`src/rtl/data_structures.sv`:
```
// Shared types for the out-of-order core: register/ROB widths, functional-unit
// opcodes and the load/store unit state encoding.
package data_structures;

  localparam int GPR_SIZE     = 64;
  localparam int ROB_IDX_SIZE = 5;

  typedef enum logic [1:0] {
    FU_OP_NOP  = 2'd0,
    FU_OP_LDUR = 2'd1,
    FU_OP_STUR = 2'd2,
    FU_OP_ALU  = 2'd3
  } fu_op_t;

  typedef enum logic [2:0] {
    LS_IDLE  = 3'd0,
    LS_REQ   = 3'd1,
    LS_WAIT  = 3'd2,
    LS_RESP  = 3'd3,
    LS_DRAIN = 3'd4
  } ls_state_t;

  // All LDUR/STUR accesses are 64-bit and must sit on an 8-byte boundary.
  function automatic logic is_misaligned(input logic [GPR_SIZE-1:0] addr);
    return addr[2:0] != 3'b000;
  endfunction

endpackage

```
`src/rtl/ls_unit.sv`:
```
// Single-entry load/store unit: takes one LDUR/STUR from the reservation
// station, runs one memory transaction and reports the result to the ROB.
module ls_unit
  import data_structures::*;
#(
  parameter int TIMEOUT_CYCLES = 255
) (
  input  logic                    in_clk,
  input  logic                    in_rst_n,
  input  logic                    in_rs_start,
  input  fu_op_t                  in_rs_op,
  input  logic [GPR_SIZE-1:0]     in_rs_val_a,
  input  logic [GPR_SIZE-1:0]     in_rs_val_b,
  input  logic [ROB_IDX_SIZE-1:0] in_rs_dst_rob_index,
  output logic                    out_rs_ready,
  output logic                    out_mem_req_valid,
  input  logic                    in_mem_req_ready,
  output logic                    out_mem_we,
  output logic [GPR_SIZE-1:0]     out_mem_addr,
  output logic [GPR_SIZE-1:0]     out_mem_wdata,
  input  logic                    in_mem_resp_valid,
  input  logic [GPR_SIZE-1:0]     in_mem_rdata,
  input  logic                    in_flush,
  output logic                    out_rob_done,
  output logic [ROB_IDX_SIZE-1:0] out_rob_dst_rob_index,
  output logic [GPR_SIZE-1:0]     out_rob_value,
  output logic                    out_rob_fault
);

  localparam int              CNT_W   = $clog2(TIMEOUT_CYCLES + 1);
  localparam logic [CNT_W-1:0] CNT_MAX = CNT_W'(TIMEOUT_CYCLES);

  ls_state_t               state_q, state_d;
  logic [CNT_W-1:0]        cnt_q, cnt_d;
  logic                    init_q;
  fu_op_t                  op_q, op_d;
  logic [GPR_SIZE-1:0]     addr_q, addr_d;
  logic [GPR_SIZE-1:0]     wdata_q, wdata_d;
  logic [ROB_IDX_SIZE-1:0] tag_q, tag_d;
  logic [GPR_SIZE-1:0]     value_q, value_d;
  logic                    fault_q, fault_d;

  logic                    rs_ready;
  logic                    accept;
  logic                    is_store;
  logic [CNT_W-1:0]        cnt_inc;
  logic                    timed_out;
  logic                    req_vld;
  logic                    done;

  always_comb begin
    rs_ready  = init_q && (state_q == LS_IDLE) && !in_flush;
    accept    = in_rs_start && rs_ready;
    is_store  = (op_q == FU_OP_STUR);
    cnt_inc   = (cnt_q == CNT_MAX) ? cnt_q : cnt_q + 1'b1;
    timed_out = (cnt_inc == CNT_MAX);

    state_d = state_q;
    cnt_d   = cnt_q;
    op_d    = op_q;
    addr_d  = addr_q;
    wdata_d = wdata_q;
    tag_d   = tag_q;
    value_d = value_q;
    fault_d = fault_q;

    unique case (state_q)
      LS_IDLE: begin
        if (accept) begin
          op_d    = in_rs_op;
          addr_d  = in_rs_val_a;
          wdata_d = in_rs_val_b;
          tag_d   = in_rs_dst_rob_index;
          cnt_d   = '0;
          value_d = '0;
          if (is_misaligned(in_rs_val_a)) begin
            state_d = LS_RESP;
            fault_d = 1'b1;
          end else begin
            state_d = LS_REQ;
            fault_d = 1'b0;
          end
        end
      end
      LS_REQ: begin
        // Once memory has taken the request its response must still be absorbed.
        if (in_mem_req_ready) begin
          state_d = in_flush ? LS_DRAIN : LS_WAIT;
          cnt_d   = '0;
        end else if (in_flush) begin
          state_d = LS_IDLE;
        end
      end
      LS_WAIT: begin
        cnt_d = cnt_inc;
        if (in_mem_resp_valid) begin
          state_d = in_flush ? LS_IDLE : LS_RESP;
          value_d = is_store ? '0 : in_mem_rdata;
          fault_d = 1'b0;
        end else if (timed_out) begin
          state_d = in_flush ? LS_IDLE : LS_RESP;
          value_d = '0;
          fault_d = 1'b1;
        end else if (in_flush) begin
          state_d = LS_DRAIN;
        end
      end
      LS_DRAIN: begin
        cnt_d = cnt_inc;
        if (in_mem_resp_valid || timed_out) begin
          state_d = LS_IDLE;
        end
      end
      LS_RESP: begin
        state_d = LS_IDLE;
      end
      default: begin
        state_d = LS_IDLE;
      end
    endcase
  end

  always_ff @(posedge in_clk or negedge in_rst_n) begin
    if (!in_rst_n) begin
      state_q <= LS_IDLE;
      cnt_q   <= '0;
      init_q  <= 1'b0;
    end else begin
      state_q <= state_d;
      cnt_q   <= cnt_d;
      init_q  <= 1'b1;
    end
  end

  // Payload registers are only observed through state-gated outputs.
  always_ff @(posedge in_clk) begin
    op_q    <= op_d;
    addr_q  <= addr_d;
    wdata_q <= wdata_d;
    tag_q   <= tag_d;
    value_q <= value_d;
    fault_q <= fault_d;
  end

  always_comb begin
    req_vld = (state_q == LS_REQ);
    done    = (state_q == LS_RESP) && !in_flush;

    out_rs_ready          = rs_ready;
    out_mem_req_valid     = req_vld;
    out_mem_we            = req_vld && is_store;
    out_mem_addr          = req_vld ? addr_q : '0;
    out_mem_wdata         = (req_vld && is_store) ? wdata_q : '0;
    out_rob_done          = done;
    out_rob_dst_rob_index = done ? tag_q : '0;
    out_rob_value         = done ? value_q : '0;
    out_rob_fault         = done && fault_q;
  end

endmodule

```
`config.mk`:
```
export PLATFORM = sky130hd
export DESIGN_NAME = ls_unit
export DESIGN_NICKNAME = d
export VERILOG_FILES = /design/src/rtl/data_structures.sv /design/src/rtl/ls_unit.sv
export SDC_FILE = /design/constraint.sdc
export NUM_CORES = 1
export LEC_CHECK = 0
export BUFFER_PORTS_ARGS = -buffer_cell sky130_fd_sc_hd__clkbuf_2
export CORE_ASPECT_RATIO = 1.1
export CORE_MARGIN = 2
export CORE_UTILIZATION = 30
export CTS_CLUSTER_DIAMETER = 200
export CTS_CLUSTER_SIZE = 25
export DETAILED_ROUTE_END_ITERATION = 8
export PLACE_DENSITY = 0.64
export SLEW_MARGIN = 15
export SYNTH_ARGS = -nofsm -noshare
export SYNTH_HDL_FRONTEND = slang
export SYNTH_SLANG_ARGS = --single-unit
```
`constraint.sdc`:
```
create_clock -name in_clk -period 7.2 [get_ports in_clk]
set_input_delay 0.36 -clock in_clk [delete_from_list [all_inputs] [get_ports in_clk]]
set_output_delay 0.36 -clock in_clk [all_outputs]
set_load 0.02 [all_outputs]
```
==> results.md, run 1 <==
- Critical path's largest stage delay: ~820 ps
- Worst-Margin Slew: 1040 ps
- Starting DRT DRC Count: between 400 and 500
- CP Launch Type: register
- Pre-antenna DRT Iters: 4
- CTS Buf Count: 12
- Critical Path AT: 3210 ps
- Reported max-cap violation count: 0
- Met1 Wirelength: 8.98 mm
- Synth Flop Type: edfxtp_1
- Worst VDD drop: 0.000167 V
- Setup-failing EPs final: 0
- Reg2reg setup slack: 4090 ps
- Die width: 167 µm
- Outcome: finished clean
- Post-synthesis cell type count: 50
- Core area: about 0.029 mm²
- Routed wire length: 22.3 mm
- Pins Over Slew Limit: 0
- Layout area overhead: 32.1%
- Htree depth: 1
- DR WL met2: roughly 10 mm
- Share of cells above drive strength 1: 44.0%
- Root Buffer: clkbuf_16
- Routed vias/inst: 4.39
- CTS tree: yes
- Final nets: 1203
- Via count: between 6000 and 7000
- Worst EP required: 7300 ps
- Max Used Layer: met5
- Critical path peak fanout: 77
- Maximum buffer depth of the clock tree: 3
- Minimum period implied by the final worst setup slack: 3110 ps
- Die H: 183 µm
- Die area: 0.0305 mm²
- Mapped Nets: 810
- Top Ports: 407
- Cell Chain, Critical Path: nor2_4 -> and4_1 -> and2_4 -> buf_4
- Post-route clock skew: 31.9 ps
- Kind of critical path: reg2reg
- RSZ-0062 raised after global routing: false
- RR Startpoint: state_q[2]$_DFFE_PN0P_
- Fin. Hold Viols: 0
- WHS Endpoint: wdata_q[32]$_DFFE_PP_
- GRT Util Overall: 13.8%
- Clk_lat worst skew: between 400 and 500 ps
- Class of the worst hold path: in2reg
- Initial Utilization: a little under a third
- Overflow left after global routing: 0
- FF+latch count, synth: 212
- Worst reg2reg path endpoint: addr_q[5]$_DFFE_PP_
- CP max-delay cell: and2_4
- Seq/Total Area, Yosys: 72.2%
- WL met3: between 2 and 2.5 mm
- Yosys top cell by area: edfxtp_1
- Fill cell count: between 2000 and 3000
- DP HPWL: 16.5 mm
- Lkg Pwr: approximately 5 nW
- Largest cells by area after synthesis: edfxtp_1, and2_1, dfrtp_1, clkbuf_1, a21oi_1
- Hold path depth: 1
- WP buf/inv: 1
- Antenna violations before repair: 3
- Power per cell area: 254 mW/mm²
- First-pass GRT wire length: 33.1 mm
- Largest net degree at the start of global routing: 78
- Crit share post-route: 43.2%
- Rows: 65
- Post-route setup TNS: 0 ps
- Ys async rst share: ~5.7%
- Synth Area per Inst: 14.5 µm²
- Post-DRT Antenna Nets: 0
- Yosys top cell area share: 68.8%
- Worst slew margin: 30.5%
- Reg2reg path depth: 4
- Syn Inst Count: 604
- Crit end category: register
- Num Clock Sinks: 212
- Clk pin slew, worst setup/hold paths: approximately 100 ps
- Mapped Area: 0.00873 mm²
- Top Family by Delay on Critical Path: simple AND/OR/NAND/NOR gates
- DRC: 0
- Routability cong.: slightly below 0.9
- Hold Path Origin: in_rs_val_b[32]
- Post-synth EDFFs: 200
- Ys Warns: 0
- Input/output buffers: about 410
- Per-cell routed wire length: 16.3 µm
- Fmax: 322 MHz
- Pwr Total: 2.94 mW
- Vias in the first global route: 5935
## registers in the layout, summed over array words and instances, names as in the netlist
| register | cells |
|---|---|
| cnt_q | 8 |
| op_q | 2 |
| wdata_q | 64 |
| tag_q | 5 |
| fault_q | 1 |
| init_q | 1 |
| addr_q | 64 |
| state_q | 3 |
| value_q | 64 |
## worst max path at each step
stage / startpoint / to / slack (ps) / cells past startpoint
floorplan: cnt_q[0]$_DFFE_PN0P_ / fault_q$_DFFE_PP_ / 1800 / 7
finish: state_q[2]$_DFFE_PN0P_ / addr_q[5]$_DFFE_PP_ / 4090 / 4
global route: state_q[2]$_DFFE_PN0P_ / wdata_q[56]$_DFFE_PP_ / 3860 / 4
CTS: state_q[2]$_DFFE_PN0P_ / wdata_q[56]$_DFFE_PP_ / 4020 / 4
detailed placement: state_q[2]$_DFFE_PN0P_ / wdata_q[19]$_DFFE_PP_ / 4050 / 4
global placement: state_q[2]$_DFFE_PN0P_ / addr_q[60]$_DFFE_PP_ / 4130 / 4
## routing by layer
metal	vias to the layer above	GRT usage [%]
li1	2877	-
met3	33	4.60
met4	2	4.28
met5	-	0
met2	316	22.9
met1	2792	17.3
## cell type report
cell class              count  area (µm²)  share of cell area (%)
flip-flops and latches    212        6310                    54.7
multi-input cells         352        2290                    19.9
repair buffers            413        2100                    18.2
well taps                 368         460                    3.99
clock buffers              15         333                    2.89
inverters                   6        22.5                   0.195
clock inverters             1        16.3                   0.141
diodes                      3        7.51                  0.0651
## per-stage QoR
stage | hold slack, ps | cells | util, % | worst slack, ps | cell area (µm²)
floorplan | 64.4 | 604 | - | 1800 | 8730
CTS | 24.9 | 1366 | 40.2 | 4020 | 11500
global placement | 264 | 1349 | 38.9 | 4130 | 11100
global route | 15.8 | 1368 | 40.3 | 3860 | 11500
detailed placement | 265 | 1349 | 38.9 | 4050 | 11100
finish | 48.6 | 1370 | 40.3 | 4090 | 11500
## power by group
part | leakage [nW] | internal (mW) | switching [mW]
Sequential | 1.99 | 1.57 | 0.0744
Combinational | 2.82 | 0.198 | 0.367
Clock | 0.169 | 0.333 | 0.391
## synth_stat cells, types with 2 or more instances
master and count:
clkbuf_1 26, buf_2 6, a21oi_1 10, a31oi_1 5
dfrtp_1 12, nor3_1 4, a211oi_1 2, o21ai_0 4
and3_1 2, inv_1 5, nand4b_1 2, nand4_1 2
buf_6 2, and2_1 263, nor2_1 5, nand2b_1 2
edfxtp_1 200, nor4_1 3, nand3b_1 2, nand3_1 2
nand2_1 13, o22ai_1 3, o31ai_1 2
## what timing repair did
item,CTS,global route
buffers inserted,0,0
resized for setup,0,0
hold buffers,1,0
hold endpoints to repair,12,0
## kinds of logic (layout without fill, tap and decap cells)
kind of cell               Yosys count  in the layout  synth area share, %
and+or+nand+nor                    308            308                 22.1
DFF                                212            212                 72.2
buffers and inverters               40            435                 1.98
AOI/OAI and AO/OA                   39             39                 3.22
muxes                                2              2                0.244
adders and majority gates            1              1                0.143
other                                1              4               0.0429
xor gates and xnor gates             1              1                0.100
## worst register-to-register path, stage by stage (launching register included)
cell and delay (ps):
dfrtp_1 600, nor2_4 260, and4_1 230, and2_4 820, buf_4 800
## placed cells by master, fill, tap and decap left out, drive strengths merged, types with 2 or more instances in the layout
cell | Yosys | final
nor4 | 4 | 4
o22ai | 3 | 3
nand4 | 2 | 2
and3 | 2 | 2
o31ai | 2 | 2
dfrtp | 12 | 12
nand3b | 2 | 2
o21ai | 4 | 4
a21oi | 10 | 10
a31oi | 5 | 5
nand2b | 2 | 2
nand2 | 13 | 13
inv | 6 | 6
nor3 | 5 | 5
clkbuf | 26 | 421
nor2 | 6 | 6
nand3 | 3 | 3
and2 | 264 | 264
edfxtp | 200 | 200
a211oi | 3 | 3
diode | 0 | 3
buf | 8 | 6
nand4b | 2 | 2
o41ai | 2 | 2
Note: power is estimated with default switching activity, not from simulation.
==> run 2: changes to the inputs <==
Clock period 7.2 ns to 3.1 ns, I/O delays scaled along.
==> results.md, run 2 (synthesized netlist as in run 1, its figures left out) <==
- Outcome: finished clean
- Routability cong.: 0.883
- Fmax: 376 MHz
- Top Ports: 407
- Setup crit end: out_mem_wdata[62]
- Largest net degree at the start of global routing: just over 70
- RR Startpoint: cnt_q[0]$_DFFE_PN0P_
- CTS tree: yes
- Antenna violations before repair: 0
- Crit end category: output pin
- Per-cell routed wire length: ~16 µm
- Vias in the first global route: 7173
- Pre-antenna DRT Iters: 4
- Critical Path AT: 2500 ps
- Die H: 183 µm
- Place WS: 513 ps
- Cell area after layout: 0.0137 mm²
- Reg2reg path depth: 7
- Clk pin slew, worst setup/hold paths: 100 ps
- Class of the worst hold path: in2reg
- Maximum buffer depth of the clock tree: 3
- Worst Slack Setup Final: 441 ps
- Fill cell count: 2472
- CTS Buf Count: 12
- Die area: approximately 0.030 mm²
- Reported max-cap violation count: 0
- Die width: roughly 170 µm
- Worst reg2reg path endpoint: fault_q$_DFFE_PP_
- First-pass GRT wire length: 38.2 mm
- Core area: 0.0286 mm²
- Fin. Hold Viols: 0
- Setup-failing EPs final: 0
- Worst slew margin: just over 50%
- DP HPWL: between 15 and 20 mm
- Input/output buffers: 406
- Worst-Margin Slew: 726 ps
- Most common library cell in the layout ignoring fill and taps: clkbuf_2
- Diodes inserted: 0
- Final nets: 1415
- Worst VDD drop: ~0.00042 V
- Initial Utilization: between 30% and 40%
- Clk_lat worst skew: 480 ps
- CP Launch Type: register
- Overflow left after global routing: 0
- Biggest regs: addr_q x64, value_q x64, wdata_q x64
- Share of cells above drive strength 1: 37.7%
- Placed Cells: 1363
- Combinational cell fraction of total power: 23.5%
- Power per cell area: around 520 mW/mm²
- Routed vias/inst: 4.37
- Clock network power share: 23.2%
- Most frequent cells in the layout: clkbuf_2, and2_1, edfxtp_1, dlygate4sd3_1
- Root Buffer: clkbuf_16
- Pint: 5.16 mW
- Post-Layout Cell Count: ~1600
- Worst EP required: 2940 ps
- Critical path peak fanout: 65
- GRT Util Overall: 15.6%
- Crit share post-route: 85.8%
- Placed cell area: 0.0114 mm²
- Minimum period implied by the final worst setup slack: between 2000 and 3000 ps
- Flop pwr share: 53.4%
- Via count: 6900
- Reg2reg setup slack: 560 ps
- Lkg Pwr: 5.90 nW
- Worst setup path startpoint: state_q[1]$_DFFE_PN0P_
- Routed wire length: between 20 and 30 mm
- Htree depth: 1
- Layout area overhead: 57.0%
- Resized cells post-CTS: 0
- Post-route clock skew: 22.2 ps
- Hold slack: 47.7 ps
- Post-DRT Antenna Nets: 0
- NetSw: 2.03 mW
- Pins Over Slew Limit: 0
- DRC: 0
- Switching Share: 28.2%
- Rows: 65
- Post-route setup TNS: 0 ps
- RSZ-0062 raised after global routing: false
- Num Clock Sinks: 212
- Starting DRT DRC Count: 473
- Kind of critical path: reg2out
==> run 2: cell types whose count changed in the layout (fill, tap and decap cells not counted) <==
cell / before / now
dlygate4sd3_1: 1 / 200
buf_4: 5 / 12
buf_12: 1 / 7
diode_2: 3 / 0
dfrtp_1: 12 / 10
dfrtp_2: 0 / 2
ha_1: 1 / 0
ha_4: 0 / 1
==> run 2: repair_timing <==
action / in CTS / in global routing
hold buffers: 200 / 0
endpoints found under the hold margin: 211 / 0
buffers inserted: 0 / 0
==> run 2: how the worst min path moves through the flow <==
stage                          start                endpoint  cells past startpoint
CTS                 in_mem_req_ready  state_q[1]$_DFFE_PN0P_                      3
global route                in_flush  state_q[2]$_DFFE_PN0P_                      3
finish              in_mem_req_ready  state_q[1]$_DFFE_PN0P_                      3
detailed placement          in_rst_n    cnt_q[3]$_DFFE_PN0P_                      1
floorplan                   in_rst_n    cnt_q[0]$_DFFE_PN0P_                      0
global placement            in_rst_n        init_q$_DFF_PN0_                      1
==> run 2: metal layers <==
metal | up-vias | track usage (%) | part of all wire, %
met5 | - | 0 | 0
met4 | 0 | 3.86 | 2.0
met2 | 308 | 28.4 | 51
met1 | 3252 | 18.7 | 40
li1 | 3302 | - | -
met3 | 38 | 3.75 | 7.2
==> run 2: critical path: stages, from the launching register on <==
cell and delay, ps:
dfrtp_1 570, inv_2 160, nand2_1 140, nor4_2 210, buf_4 490, and2_1 250, clkbuf_2 190
==> run 2: area by class of cell <==
type                    count  area (µm²)  area share (%)
flip-flops and latches    212        6310            46.0
repair buffers            625        4260            31.1
multi-input cells         352        2300            16.8
well taps                 368         460            3.36
clock buffers              15         333            2.43
inverters                   6        22.5           0.164
clock inverters             1        16.3           0.119
==> run 2: power by group through the flow <==
stage / clock, mW / sequential, mW / combinational, mW
floorplan: 0 / 3.80 / 0.922
global placement: 0 / 3.88 / 1.46
detailed placement: 0 / 3.90 / 1.48
CTS: 1.74 / 3.83 / 1.69
global route: 1.83 / 3.88 / 1.82
finish: 1.66 / 3.84 / 1.69
==> run 2: metrics by stage <==
stage / util [%] / total power [mW]
after floorplan: - / 4.72
after global placement: 39.7 / 5.34
after detailed placement: 39.7 / 5.38
after CTS: 47.9 / 7.26
after global routing: 47.9 / 7.53
final: 47.9 / 7.19
